===== src/rtl/share_collector_if.sv =====
// Share stream bundle: evaluated-hash input from the zero counter and the
// share output drained by the host with a valid/ready handshake.
interface share_collector_if #(
   parameter int NONCE_W = 32
);
   logic               in_valid;
   logic [NONCE_W-1:0] in_nonce;
   logic [31:0]        in_zeros;
   logic               out_valid;
   logic               out_ready;
   logic [NONCE_W-1:0] out_nonce;
   logic [31:0]        out_zeros;

   modport master (
      output in_valid, in_nonce, in_zeros, out_ready,
      input  out_valid, out_nonce, out_zeros
   );

   modport slave (
      input  in_valid, in_nonce, in_zeros, out_ready,
      output out_valid, out_nonce, out_zeros
   );
endinterface


===== src/rtl/share_collector.sv =====
// Difficulty filter and share FIFO behind the leading-zero counter; also
// tracks the best hash seen plus hash/drop statistics.
module share_collector #(
   parameter int NONCE_W = 32,
   parameter int DEPTH   = 4
) (
   input  logic               clk,
   input  logic               rst,
   share_collector_if.slave   bus,
   input  logic [31:0]        difficulty_i,
   input  logic               clear_i,
   output logic               best_valid_o,
   output logic [NONCE_W-1:0] best_nonce_o,
   output logic [31:0]        best_zeros_o,
   output logic [63:0]        hash_count_o,
   output logic [31:0]        drop_count_o,
   output logic               full_o
);
   localparam int AW = $clog2(DEPTH);

   logic [NONCE_W-1:0] mem_nonce_q [DEPTH];
   logic [31:0]        mem_zeros_q [DEPTH];
   logic [AW:0]        wr_ptr_q, wr_ptr_d;
   logic [AW:0]        rd_ptr_q, rd_ptr_d;
   logic               best_valid_q, best_valid_d;
   logic [NONCE_W-1:0] best_nonce_q, best_nonce_d;
   logic [31:0]        best_zeros_q, best_zeros_d;
   logic [63:0]        hash_count_q, hash_count_d;
   logic [31:0]        drop_count_q, drop_count_d;

   logic empty_s, full_s, hit_s, pop_s, push_s, best_load_s;

   // Extra pointer MSB distinguishes full from empty when indices match.
   assign empty_s = (wr_ptr_q == rd_ptr_q);
   assign full_s  = (wr_ptr_q[AW] != rd_ptr_q[AW]) &&
                    (wr_ptr_q[AW-1:0] == rd_ptr_q[AW-1:0]);

   assign hit_s       = bus.in_valid && (bus.in_zeros >= difficulty_i);
   assign pop_s       = !empty_s && bus.out_ready;
   assign push_s      = hit_s && (!full_s || pop_s);
   assign best_load_s = bus.in_valid && (!best_valid_q || (bus.in_zeros > best_zeros_q));

   always_comb begin
      wr_ptr_d     = wr_ptr_q;
      rd_ptr_d     = rd_ptr_q;
      best_valid_d = best_valid_q;
      best_nonce_d = best_nonce_q;
      best_zeros_d = best_zeros_q;
      hash_count_d = hash_count_q;
      drop_count_d = drop_count_q;
      if (clear_i) begin
         wr_ptr_d     = '0;
         rd_ptr_d     = '0;
         best_valid_d = 1'b0;
         best_nonce_d = '0;
         best_zeros_d = 32'd0;
         hash_count_d = 64'd0;
         drop_count_d = 32'd0;
      end else begin
         if (push_s) begin
            wr_ptr_d = wr_ptr_q + {{AW{1'b0}}, 1'b1};
         end else begin
            wr_ptr_d = wr_ptr_q;
         end
         if (pop_s) begin
            rd_ptr_d = rd_ptr_q + {{AW{1'b0}}, 1'b1};
         end else begin
            rd_ptr_d = rd_ptr_q;
         end
         if (bus.in_valid) begin
            hash_count_d = hash_count_q + 64'd1;
         end else begin
            hash_count_d = hash_count_q;
         end
         if (hit_s && !push_s && (drop_count_q != 32'hFFFF_FFFF)) begin
            drop_count_d = drop_count_q + 32'd1;
         end else begin
            drop_count_d = drop_count_q;
         end
         if (best_load_s) begin
            best_valid_d = 1'b1;
            best_nonce_d = bus.in_nonce;
            best_zeros_d = bus.in_zeros;
         end else begin
            best_valid_d = best_valid_q;
         end
      end
   end

   // State registers and FIFO storage; clear blocks the write of that sample.
   always_ff @(posedge clk or posedge rst) begin
      if (rst) begin
         wr_ptr_q     <= '0;
         rd_ptr_q     <= '0;
         best_valid_q <= 1'b0;
         best_nonce_q <= '0;
         best_zeros_q <= 32'd0;
         hash_count_q <= 64'd0;
         drop_count_q <= 32'd0;
         for (int i = 0; i < DEPTH; i++) begin
            mem_nonce_q[i] <= '0;
            mem_zeros_q[i] <= 32'd0;
         end
      end else begin
         wr_ptr_q     <= wr_ptr_d;
         rd_ptr_q     <= rd_ptr_d;
         best_valid_q <= best_valid_d;
         best_nonce_q <= best_nonce_d;
         best_zeros_q <= best_zeros_d;
         hash_count_q <= hash_count_d;
         drop_count_q <= drop_count_d;
         if (push_s && !clear_i) begin
            mem_nonce_q[wr_ptr_q[AW-1:0]] <= bus.in_nonce;
            mem_zeros_q[wr_ptr_q[AW-1:0]] <= bus.in_zeros;
         end
      end
   end

   assign bus.out_valid = !empty_s;
   assign bus.out_nonce = mem_nonce_q[rd_ptr_q[AW-1:0]];
   assign bus.out_zeros = mem_zeros_q[rd_ptr_q[AW-1:0]];
   assign best_valid_o  = best_valid_q;
   assign best_nonce_o  = best_nonce_q;
   assign best_zeros_o  = best_zeros_q;
   assign hash_count_o  = hash_count_q;
   assign drop_count_o  = drop_count_q;
   assign full_o        = full_s;
endmodule


===== src/flat_wrapper.sv =====
// flat-port wrapper written by rule: the top's interface ports become plain ports
module share_collector_flat 
#(
   parameter int NONCE_W = 32,
   parameter int DEPTH   = 4
)
  (clk, rst, difficulty_i, clear_i, best_valid_o, best_nonce_o, best_zeros_o, hash_count_o, drop_count_o, full_o, bus_in_valid, bus_in_nonce, bus_in_zeros, bus_out_ready, bus_out_valid, bus_out_nonce, bus_out_zeros);
  share_collector_if #(.NONCE_W(NONCE_W)) bus_i ();
  input  logic clk;
  input  logic rst;
  input  logic [31:0] difficulty_i;
  input  logic clear_i;
  output logic best_valid_o;
  output logic [NONCE_W-1:0] best_nonce_o;
  output logic [31:0] best_zeros_o;
  output logic [63:0] hash_count_o;
  output logic [31:0] drop_count_o;
  output logic full_o;
  input wire logic [$bits(bus_i.in_valid)-1:0] bus_in_valid;
  input wire logic [$bits(bus_i.in_nonce)-1:0] bus_in_nonce;
  input wire logic [$bits(bus_i.in_zeros)-1:0] bus_in_zeros;
  input wire logic [$bits(bus_i.out_ready)-1:0] bus_out_ready;
  output wire logic [$bits(bus_i.out_valid)-1:0] bus_out_valid;
  output wire logic [$bits(bus_i.out_nonce)-1:0] bus_out_nonce;
  output wire logic [$bits(bus_i.out_zeros)-1:0] bus_out_zeros;
  assign bus_i.in_valid = bus_in_valid;
  assign bus_i.in_nonce = bus_in_nonce;
  assign bus_i.in_zeros = bus_in_zeros;
  assign bus_i.out_ready = bus_out_ready;
  assign bus_out_valid = bus_i.out_valid;
  assign bus_out_nonce = bus_i.out_nonce;
  assign bus_out_zeros = bus_i.out_zeros;
  share_collector #(.NONCE_W(NONCE_W), .DEPTH(DEPTH)) u_core (.clk(clk), .rst(rst), .bus(bus_i), .difficulty_i(difficulty_i), .clear_i(clear_i), .best_valid_o(best_valid_o), .best_nonce_o(best_nonce_o), .best_zeros_o(best_zeros_o), .hash_count_o(hash_count_o), .drop_count_o(drop_count_o), .full_o(full_o));
endmodule

===== config.mk =====
export PLATFORM = sky130hd
export DESIGN_NAME = share_collector_flat
export DESIGN_NICKNAME = d
export VERILOG_FILES = /design/src/rtl/share_collector_if.sv /design/src/rtl/share_collector.sv /design/src/flat_wrapper.sv
export SDC_FILE = /design/constraint.sdc
export NUM_CORES = 1
export LEC_CHECK = 0
export ABC_AREA = 1
export ABC_CLOCK_PERIOD_IN_PS = 19100
export BUFFER_PORTS_ARGS = -buffer_cell sky130_fd_sc_hd__clkbuf_2
export CELL_PAD_IN_SITES_DETAIL_PLACEMENT = 0
export CELL_PAD_IN_SITES_GLOBAL_PLACEMENT = 1
export CORE_MARGIN = 5
export CORE_UTILIZATION = 30
export DETAILED_ROUTE_END_ITERATION = 16
export GPL_ROUTABILITY_DRIVEN = 1
export PLACE_DENSITY_LB_ADDON = 0.08
export SLEW_MARGIN = 20
export SYNTH_ARGS = -nofsm -noshare
export SYNTH_HDL_FRONTEND = slang
export SYNTH_SLANG_ARGS = --single-unit

===== constraint.sdc =====
create_clock -name clk -period 19.1 [get_ports clk]
set_input_delay 0 -clock clk [delete_from_list [all_inputs] [get_ports clk]]
set_output_delay 0 -clock clk [all_outputs]
set_load 0.01 [all_outputs]

==> results of run 1 <==
-- logic make-up after synthesis --
| group | after synthesis | share of synthesized area (%) |
|---|---|---|
| compound gates | 649 | 15.8 |
| flops | 423 | 42.5 |
| buf+inv | 667 | 10.9 |
| simple gates | 1431 | 26.1 |
| xor+xnor | 33 | 1.16 |
| fa+ha+maj | 71 | 3.57 |
-- power breakdown --
part,internal [mW],switching [mW],leakage (nW)
Clock,0.593,0.418,0.842
Sequential,1.07,0.0827,5.02
Combinational,0.351,0.635,8.76
Total,2.02,1.14,14.6
-- sequential cells by signal (all words and copies together), names as in the netlist --
signal	cells
u_core.mem_nonce_q	128
u_core.wr_ptr_q	3
u_core.drop_count_o	32
u_core.hash_count_o	64
u_core.best_zeros_o	32
u_core.mem_zeros_q	128
u_core.best_valid_o	1
u_core.best_nonce_o	32
u_core.rd_ptr_q	3
-- worst paths after layout --
kind	startpoint	end	slack (ns)	cells past startpoint
setup / recovery	u_core.rd_ptr_q[0]	u_core.mem_zeros_q[3]	13.36	12
hold / removal	clear_i	u_core.best_valid_o	0.04	2
setup reg to reg	u_core.rd_ptr_q[0]	u_core.mem_zeros_q[3]	13.36	12
hold reg to reg	u_core.best_nonce_o[9]	u_core.best_nonce_o[9]	0.47	2
max in group asynchronous	rst	u_core.best_nonce_o[7]	16.86	6
min in group asynchronous	rst	u_core.hash_count_o[20]	0.09	3
-- placed cells by master (no fill, tap or decap), drive strengths merged, types with 71 or more instances in the layout --
master | synthesis | final
nand2 | 721 | 721
inv | 470 | 471
nand3 | 441 | 441
dfrtp | 423 | 423
clkbuf | 79 | 409
o21bai | 258 | 258
a21oi | 257 | 257
nor2 | 136 | 136
o21ai | 117 | 117
ha | 71 | 71
-- cell type report --
cell class | count | area (um2)
diodes | 3 | 7.51
clock buffers | 82 | 1630
clock inverters | 9 | 76.3
fillers | 8735 | 52500
inverters | 472 | 1790
multi-input cells | 2184 | 11700
flip-flops and latches | 423 | 10600
well taps | 1070 | 1340
repair buffers | 421 | 2590
-- through the flow --
stage	setup WS (ns)	total power [mW]
2_1_floorplan	7.32	1.78
3_3_place_gp	13.40	2.15
3_5_place_dp	13.32	2.17
4_1_cts	13.29	3.22
5_1_grt	12.96	3.38
6_report	13.36	3.15
-- metal layers --
metal	track usage [%]	routed length (um)	share of wire, %
met2	35.3	45800	49
met4	4.37	1770	1.9
met3	4.08	4860	5.1
met1	27.1	41900	44
met5	0	34	0.036
==> impl_metrics.json, run 1 <==
{
  "via_count": 23100,
  "dpl.hpwl_mm": 59.0,
  "cts_made_buffers": 54,
  "hold_path_class": "in2reg",
  "fin_util_pct": 36.1,
  "io_pins": 328,
  "grtUsageTotal_pct": 20.6,
  "relSlewSlack_pct": 26.8,
  "postCtsSetupBuffers": 0,
  "ys_seq_elements": 423,
  "synth_most_common_cell": "nand2_1",
  "synthArstFlopShare_pct": 100,
  "fin_cells": 4664,
  "endpoint_kind": "flop",
  "drv_cap": 0,
  "cts_sinks": 423,
  "period_needed_ns": 5.74,
  "syn_avg_cell_area_um2": 7.61,
  "drc": 0,
  "synth_cells": 3274,
  "fin_skew_ns": 0.0230,
  "start_util_pct": 30.3,
  "crit_top_cell": "buf_4",
  "stdcell_area_um2": 29700,
  "cts_tree": "built",
  "drive_gt1_share_pct": 14.4,
  "ys_seq_area_share_pct": 42.5,
  "wirelength_mm": 94.4,
  "pwr_density_cell_nw_per_um2": 106,
  "outcome": "completed",
  "critPathMaxStageDelay_ns": 0.98,
  "ir_drop_mv": 0.0592,
  "place_congestion": 0.836,
  "setup_tns_ns": 0,
  "rsz0062_at_grt": "no",
  "synth_common_cells": "nand2_1 (715), inv_1 (463), dfrtp_1 (423)",
  "synth_top_area_cell": "dfrtp_1",
  "cts_resized": 0,
  "ys.flop_type": "dfrtp_1",
  "leakage_nw": 14.6,
  "cts-htree-levels": 2,
  "holdWs_ns": 0.0359,
  "cts_root_buffer": "clkbuf_16",
  "fin_crit_sh_pct": 30.0,
  "placed_cells": 4502,
  "slowest_stage": "buf_4",
  "dieWidth_um": 298,
  "clk_pin_slew_ns": 0.06,
  "area_delta_synth_final_pct": 19.3,
  "ys_warn_count": 0,
  "drt_pre_antenna_iters": 5,
  "io_buffers": 327,
  "cp-start-kind": "flop",
  "netlist_top_cells_area": "dfrtp_1 (43%), nand2_1 (11%), nand3_1 (8.2%)",
  "path_cells": "buf_4 > inv_6 > nand2_1 > nand4_2 > nor3_4 > inv_2 > nand4_1 > buf_4 > buf_4 > buf_4 > o21bai_1 > nand2_1",
  "antenna_left": 0,
  "grt_antenna_before_repair": 5,
  "syn_nets": 3446,
  "synth_edf_count": 0,
  "report.final.slew_viol_count": 0,
  "fmax_mhz": 174,
  "critical_path_buf_inv_count": 6,
  "hold_buffers": 66,
  "die_area_um2": 88900,
  "finalHoldViolCount": 0,
  "synthesis.area_um2": 24900,
  "nNetsFinal": 3728,
  "grt_first_pass_wirelength_mm": 145,
  "synth_top_area_share_pct": 42.5,
  "timing.critical_path.fanout_max": 117,
  "coreArea_um2": 82200,
  "drtIter0Drc": 1307,
  "yosys.cell_types.count": 45,
  "clk_path_buf_depth": 3,
  "num_rows": 105,
  "vias_per_cell": 4.96,
  "die_h_um": 298,
  "grt_pass1_vias": 23500,
  "worstPathRequired_ns": 19.64,
  "crit_type": "reg2reg",
  "worstPathArrival_ns": 6.28,
  "finalSetupViolations": 0,
  "dpl_cell_area_um2": 27300,
  "wire_per_inst_um": 20.2,
  "grt-ovfl-total": 0,
  "grt_start_max_net_pins": 259,
  "insertion_delay_ns": 0.61,
  "timing.critical_path.max_delay_family": "buffers and inverters",
  "tightest_slew_ns": 1.10
}
Note: power is estimated with default switching activity, not from simulation.
==> run 2: changes to the inputs <==
Settings changed: ABC_CLOCK_PERIOD_IN_PS 19100 to 5200.
Clock period 19.1 ns to 5.2 ns, I/O delays scaled along.
==> run 2 against run 1 <==
  * Total power grew to 3.8 times the previous value
  * Critical endpoint is now u_core.best_nonce_o[14]
  * Sequential power grew to 3.7 times the previous value
  * Final area is 0.72% higher
  * Utilization is 0.26 points higher
==> impl_metrics.json, run 2 (same netlist as run 1, synthesis figures left out) <==
{
  "outcome": "completed",
  "wire_per_inst_um": 20.1,
  "fmax_mhz": 285,
  "die_area_um2": 88900,
  "finalHoldViolCount": 0,
  "timing.critical_path.max_delay_family": "simple AND/OR/NAND/NOR gates",
  "timing.critical_path.fanout_max": 43,
  "holdPathStages": 2,
  "vias_per_cell": 4.93,
  "clk_pin_slew_ns": 0.06,
  "endpoint_kind": "flop",
  "crit_path_end": "u_core.best_nonce_o[14]",
  "rsz0062_at_grt": "no",
  "nNetsFinal": 3728,
  "grt_antenna_before_repair": 7,
  "worstPathArrival_ns": 4.06,
  "grt_pass1_vias": 23400,
  "cp-start-kind": "flop",
  "worst_r2r_path_depth": 13,
  "fin_skew_ns": 0.0185,
  "place_congestion": 0.827,
  "most-common-layout-cells": "nand2_1 (714), inv_1 (460), dfrtp_1 (422)",
  "drt_pre_antenna_iters": 5,
  "antenna_left": 0,
  "dieWidth_um": 298,
  "worstSetupStartpoint": "u_core.best_zeros_o[31]",
  "cts_root_buffer": "clkbuf_16",
  "final_common_cell": "nand2_1",
  "crit_top_cell": "nand2_1",
  "wirelength_mm": 93.9,
  "coreArea_um2": 82200,
  "die_h_um": 298,
  "dpl.hpwl_mm": 58.4,
  "cts_made_buffers": 54,
  "grtUsageTotal_pct": 20.6,
  "finalSetupViolations": 0,
  "finalPower_mw": 12.0,
  "grt-ovfl-total": 0,
  "r2r_slack_ns": 1.69,
  "critical_path_buf_inv_count": 2,
  "holdWs_ns": 0.0553,
  "hold_path_class": "in2reg",
  "critPathMaxStageDelay_ns": 0.80,
  "slowest_stage": "nor4_1",
  "io_buffers": 327,
  "tightest_slew_ns": 1.15,
  "path_cells": "inv_1 > ha_1 > nand2_1 > nor2_1 > nand4_1 > nor4_1 > nand3b_1 > nand2_1 > nand2_2 > nand2_2 > buf_4 > nand2_1 > nand2_1",
  "num_rows": 105,
  "report.final.slew_viol_count": 0,
  "worstPathRequired_ns": 5.74,
  "r2r_start": "u_core.best_zeros_o[31]",
  "io_pins": 328,
  "cts-htree-levels": 2,
  "clk_path_buf_depth": 3,
  "cts_tree": "built",
  "insertion_delay_ns": 0.61,
  "grt_first_pass_wirelength_mm": 145,
  "period_needed_ns": 3.51,
  "pwr_density_cell_nw_per_um2": 400,
  "r2r-end": "u_core.best_nonce_o[14]",
  "grt_start_max_net_pins": 195,
  "ir_drop_mv": 0.202,
  "relSlewSlack_pct": 23.6,
  "drc": 0,
  "via_count": 23100,
  "drv_cap": 0,
  "cp.depth": 13,
  "cts_sinks": 423,
  "fin_crit_sh_pct": 67.6,
  "area_delta_synth_final_pct": 20.1,
  "start_util_pct": 30.3,
  "drive_gt1_share_pct": 14.7,
  "leakage_nw": 14.7,
  "drtIter0Drc": 1307,
  "crit_type": "reg2reg"
}
[run 2: worst min path at each step]
stage | startpoint | end | slack (ns)
finish | clear_i | u_core.best_valid_o | 0.06
global route | clear_i | u_core.best_valid_o | 0.06
CTS | clear_i | u_core.best_valid_o | 0.03
detailed placement | rst | u_core.best_zeros_o[8] | 0.01
global placement | rst | u_core.best_zeros_o[8] | 0.009
floorplan | bus_in_nonce[8] | u_core.mem_nonce_q[72] | 0.14
[run 2: final cells by class]
class	instances	area [um2]
clock buffers	80	1640
well taps	1070	1340
diodes	6	15.0
repair buffers	421	2600
multi-input cells	2184	11700
flip-flops and latches	423	10600
inverters	472	1790
fillers	8722	52300
clock inverters	20	274
[run 2: repair_timing]
action | in CTS | in global routing
hold buffers | 67 | 0
setup buffers | 0 | 0
hold endpoints to repair | 710 | 0
resized for setup | 0 | 0
[run 2: power breakdown]
| part | internal [mW] | switching, mW |
|---|---|---|
| combinational | 1.30 | 2.34 |
| clock | 2.47 | 1.59 |
| sequential | 3.95 | 0.306 |
| total | 7.72 | 4.24 |
[run 2: worst reg2reg max path, stage by stage (launching register included)]
cell	delay (ns)
dfrtp_1	0.37
inv_1	0.05
ha_1	0.28
nand2_1	0.06
nor2_1	0.20
nand4_1	0.15
nor4_1	0.80
nand3b_1	0.14
nand2_1	0.13
nand2_2	0.06
nand2_2	0.39
buf_4	0.58
nand2_1	0.15
nand2_1	0.09
[run 2: per-layer routing]
metal	vias up	track usage, %	part of all wire, %
met3	118	3.95	5.0
met1	11200	27.1	45
li1	11200	-	-
met4	2	5.31	2.7
met5	-	0	0.0075
met2	515	34.9	47
[run 2: metrics by stage]
step	setup WS, ns	setup TNS (ns)	cells	utilization, %	area, um2
final	1.69	0	4676	36.4	29900
after CTS	1.63	0	4670	36.4	29900
after global placement	1.68	0	4503	33.2	27300
after detailed placement	1.62	0	4503	33.2	27300
after global routing	1.29	0	4672	36.4	29900
after floorplan	-0.507	-214.66	3274	-	24900
